File: src/rtl/fetch_sequencer_pkg.sv
// rtl/fetch_sequencer_pkg.sv - shared widths, opcode field and state encoding for fetch_sequencer
package fetch_sequencer_pkg;

  localparam int          FS_ADDR_W      = 16;
  localparam logic [15:0] FS_RESET_PC    = 16'h0000;
  localparam int          FS_OPC_HI      = 15;
  localparam int          FS_OPC_LO      = 12;
  localparam logic [3:0]  FS_HALT_OPCODE = 4'hF;

  // FILL: nothing issued last cycle; RUN: d_pc was issued last cycle; HALT: stopped
  typedef enum logic [1:0] {
    ST_FILL = 2'd0,
    ST_RUN  = 2'd1,
    ST_HALT = 2'd2
  } fetch_state_t;

endpackage

File: src/rtl/fetch_sequencer.sv
// rtl/fetch_sequencer.sv - instruction fetch PC sequencer for a 1-cycle synchronous imem
// Optional halt decode enabled by defining FETCH_HALT_EN.
module fetch_sequencer
  import fetch_sequencer_pkg::*;
#(
  parameter int                ADDR_W      = FS_ADDR_W,
  parameter logic [ADDR_W-1:0] RESET_PC    = ADDR_W'(FS_RESET_PC),
  parameter logic [3:0]        HALT_OPCODE = FS_HALT_OPCODE
) (
  input  logic              clk,
  input  logic              reset,
  output logic [ADDR_W-1:0] imem_addr,
  input  logic [15:0]       imem_rdata,
  input  logic              stall,
  input  logic              redirect,
  input  logic [ADDR_W-1:0] redirect_pc,
  output logic [15:0]       instr,
  output logic [ADDR_W-1:0] instr_pc,
  output logic              instr_valid,
  output logic              halted
);

  fetch_state_t      state, state_n;
  logic [ADDR_W-1:0] fetch_pc, fetch_pc_n;
  logic [ADDR_W-1:0] d_pc, d_pc_n;

  always_ff @(posedge clk or posedge reset) begin
    if (reset) begin
      state    <= ST_FILL;
      fetch_pc <= RESET_PC;
      d_pc     <= RESET_PC;
    end else begin
      state    <= state_n;
      fetch_pc <= fetch_pc_n;
      d_pc     <= d_pc_n;
    end
  end

  always_comb begin
    state_n    = state;
    fetch_pc_n = fetch_pc;
    d_pc_n     = d_pc;
    imem_addr  = fetch_pc;
    if (redirect) begin
      imem_addr  = redirect_pc;
      state_n    = ST_RUN;
      d_pc_n     = redirect_pc;
      fetch_pc_n = redirect_pc + ADDR_W'(1);
    end else begin
      case (state)
        ST_FILL: begin
          state_n    = ST_RUN;
          d_pc_n     = fetch_pc;
          fetch_pc_n = fetch_pc + ADDR_W'(1);
        end
        ST_RUN: begin
          // Re-reading d_pc keeps the passthrough instr stable while decode stalls
          if (stall) begin
            imem_addr = d_pc;
          end else begin
`ifdef FETCH_HALT_EN
            if (imem_rdata[FS_OPC_HI:FS_OPC_LO] == HALT_OPCODE) begin
              state_n = ST_HALT;
            end else begin
              d_pc_n     = fetch_pc;
              fetch_pc_n = fetch_pc + ADDR_W'(1);
            end
`else
            d_pc_n     = fetch_pc;
            fetch_pc_n = fetch_pc + ADDR_W'(1);
`endif
          end
        end
        ST_HALT: begin
          imem_addr = d_pc;
        end
        default: begin
          state_n = ST_FILL;
        end
      endcase
    end
  end

  assign instr       = imem_rdata;
  assign instr_pc    = d_pc;
  assign instr_valid = (state == ST_RUN);

`ifdef FETCH_HALT_EN
  assign halted = (state == ST_HALT);
`else
  logic unused_halt_opcode;
  assign unused_halt_opcode = ^HALT_OPCODE;
  assign halted = 1'b0;
`endif

endmodule

File: config.mk
export PLATFORM = sky130hd
export DESIGN_NAME = fetch_sequencer
export DESIGN_NICKNAME = d
export VERILOG_FILES = /design/src/rtl/fetch_sequencer_pkg.sv /design/src/rtl/fetch_sequencer.sv
export SDC_FILE = /design/constraint.sdc
export NUM_CORES = 1
export LEC_CHECK = 0
export CAP_MARGIN = 40
export CORE_MARGIN = 10
export CORE_UTILIZATION = 44
export CTS_CLUSTER_SIZE = 40
export DETAILED_ROUTE_END_ITERATION = 12
export HOLD_SLACK_MARGIN = 0.08
export PLACE_DENSITY_LB_ADDON = 0.05
export SYNTH_ARGS = -nofsm -noshare
export SYNTH_HDL_FRONTEND = slang
export SYNTH_SLANG_ARGS = --single-unit
File: constraint.sdc
create_clock -name clk -period 2.2 [get_ports clk]
set_input_delay 0.44 -clock clk [delete_from_list [all_inputs] [get_ports clk]]
set_output_delay 0.44 -clock clk [all_outputs]
set_load 0.05 [all_outputs]
==> impl_metrics.tcl <==
set metrics [dict create \
    drive_gt1_frac 0.2760 \
    via_count 1927 \
    finalHoldViolations 0 \
    end_kind "register" \
    cts_tree "done" \
    max_freq_mhz 483.9 \
    placed_area_um2 3127 \
    multi_input_comb_area_um2 1271 \
    grt_pass1_vias 2085 \
    synth_edf_count 0 \
    finalSetupTns_ns 0 \
    grt_antenna_before_repair 0 \
    ys_async_sr_fraction 1.000 \
    ir_drop_mv 0.3933 \
    final.period_utilization 0.9394 \
    routabilityCongestion 0.8379 \
    final.fill_count 399 \
    avgSynthCellArea_um2 9.220 \
    min_path_cells 2 \
    critical_path_class "in -> reg" \
    r2r_slack_ns 0.33 \
    final_cell_mix "nand2_1 (35), clkdlybuf4s50_1 (34), dfrtp_1 (33)" \
    slew_headroom 0.6569 \
    tightest_slew_ns 0.5130 \
    setup_violations 0 \
    p_int_mw 1.288 \
    clk_latency_ns 0.28 \
    p_switching_mw 0.8083 \
    dieArea_um2 8373 \
    power.leakage_nw 1.352 \
    critPathLaunchType "primary input" \
    pwr-share-seq 0.360 \
    root_buffer "clkbuf_8" \
    final_area_um2 3236 \
    rr_worst_depth 8 \
    synthToLayoutAreaGrowth_pct 43.83 \
    netlist_instances 244 \
    ios 86 \
    synth-warning-count 0 \
    combPwrFrac 0.427 \
    p_sw_frac 0.3856 \
    initial_core_util 0.4640 \
    wl_per_cell_um 16.13 \
    rows 25 \
    crit_arrival_ns 2.27 \
    skew_ns 0.004013 \
    drt_iter0_drc 163 \
    min_from "redirect" \
    ant_nets 0 \
    drv_slew 0 \
    htreeDepth 2 \
    powerDensity_nw_per_um2 647.9 \
    maxCapViolations 0 \
    hold_ws_ns 0.5577 \
    final_common_cell "nand2_1" \
    routed_via_density 5.139 \
    ys.flop_type "dfrtp_1" \
    whs_endpoint "instr_pc[0]$_DFF_PP0_" \
    hold_class "in -> reg" \
    fp.dieH_um 91.51 \
    coreArea_um2 4848 \
    reg2reg_to "fetch_pc[6]$_DFFE_PP0P_" \
    crit_fanout 3 \
    wl_um 6048 \
    grt_usage 0.1497 \
    cts_buffers 5 \
    synthesis.area_um2 2250 \
    rsz0062_at_grt "no" \
    power_mw 2.096 \
    worstPathRequired_ns 2.41 \
    min_period_ns 2.067 \
    clkPwrFrac 0.213 \
    seq_area_frac_synth 0.3671 \
    synth_nets 281 \
    yosys_register_bits 33 \
    dp_slack_ns -0.2055 \
    grt_pass1_wl_um 10410 \
    layout_setup_ws_ns 0.1332 \
    path_clk_slew_ns 0.07 \
    clock_sinks 33 \
    drcViolationCount 0 \
    num_antenna_cells 0 \
    clk_path_buf_depth 2 \
    port_buffers 52 \
    status "completed" \
    seqCellArea_um2 825.8 \
    dpl.hpwl_um 4524 \
    die_w_um 91.51 \
    dr.pass1.iters 4 \
    grt-ovfl-total 0 \
    nets 344 \
    grt_max_degree 49 \
    synth.distinct_cells 52 \
    r2r-start "fetch_pc[0]$_DFFE_PP0P_" \
]
-- worst max-delay path, stage by stage --
cell and delay, ns:
clkdlybuf4s50_1 0.48, nand2_1 0.09, o21ai_2 0.08, ha_2 0.21, inv_2 0.05, buf_4 0.13
a221o_1 0.28, or3_1 0.36, a31oi_1 0.15
-- cell usage after synthesis (all sizes together), types with 3 or more instances --
library cell | n | area, µm²
a21boi | 3 | 22.52
a21oi | 7 | 35.03
a22oi | 3 | 41.29
a31oi | 3 | 18.77
and2 | 3 | 18.77
buf | 26 | 195.2
dfrtp | 33 | 825.8
inv | 8 | 30.03
mux2i | 19 | 190.2
nand2 | 38 | 145.1
nand3 | 14 | 87.59
nand3b | 3 | 47.55
nand4 | 7 | 58.81
nor2 | 9 | 33.78
o21ai | 22 | 110.1
xnor2 | 3 | 26.28
xor2 | 16 | 140.1
-- layer usage --
layer,part of all wire,global-route usage
met1,0.47,0.1939
met2,0.44,0.2210
met3,0.076,0.05597
met4,0.0094,0.05352
met5,0,0
-- logic make-up (layout without fill, tap and decap cells) --
kind of cell             Yosys count  in the layout  synth area share
AND/OR/NAND/NOR                   83             83            0.2025
AO/OA/AOI/OAI                     50             50            0.1546
buffers and inverters             36            100            0.1034
flip-flops                        33             33            0.3671
multiplexers                      20             20           0.08954
XOR/XNOR                          19             19           0.07397
other                              2              2          0.003338
adder cells (fa/ha/maj)            1              1          0.005561
-- cell type report --
| class | count | area share |
|---|---|---|
| well taps | 67 | 0.02591 |
| inverters | 8 | 0.009281 |
| repair buffers | 84 | 0.2920 |
| multi-input cells | 175 | 0.3929 |
| clock buffers | 8 | 0.02475 |
| flip-flops and latches | 33 | 0.2552 |
-- per-stage QoR --
stage	cells	utilization
floorplan	244	-
global placement	366	0.6449
detailed placement	366	0.6449
CTS	375	0.6666
global route	375	0.6674
finish	375	0.6674
-- power by group through the flow --
stage | logic, mW | registers [mW] | clock network [mW]
after floorplan | 0.485 | 0.872 | 0
after global placement | 0.886 | 0.765 | 0
after detailed placement | 0.892 | 0.767 | 0
after CTS | 0.902 | 0.755 | 0.460
after global routing | 0.955 | 0.768 | 0.478
final | 0.895 | 0.755 | 0.447
-- flip-flops by register name, indices dropped and copies added (netlist names) --
name / flops
fetch_pc: 16
state: 1
instr_pc: 16
-- timing repair --
action | CTS | global route
pin swaps | 0 | 1
hold buffers | 0 | 0
setup buffers | 0 | 0
cloned | 1 | 0
endpoints found under the setup margin | 16 | 3
resized for setup | 6 | 1
-- worst max path at each step --
stage / start / end / slack (ns)
after floorplan: redirect / fetch_pc[12]$_DFFE_PP0P_ / -0.23
after global placement: redirect_pc[0] / fetch_pc[12]$_DFFE_PP0P_ / -0.13
after detailed placement: redirect_pc[0] / fetch_pc[6]$_DFFE_PP0P_ / -0.21
after CTS: redirect_pc[0] / fetch_pc[6]$_DFFE_PP0P_ / 0.1
after global routing: redirect_pc[0] / fetch_pc[6]$_DFFE_PP0P_ / 0.02
final: redirect_pc[0] / fetch_pc[6]$_DFFE_PP0P_ / 0.13
Note: power is estimated with default switching activity, not from simulation.
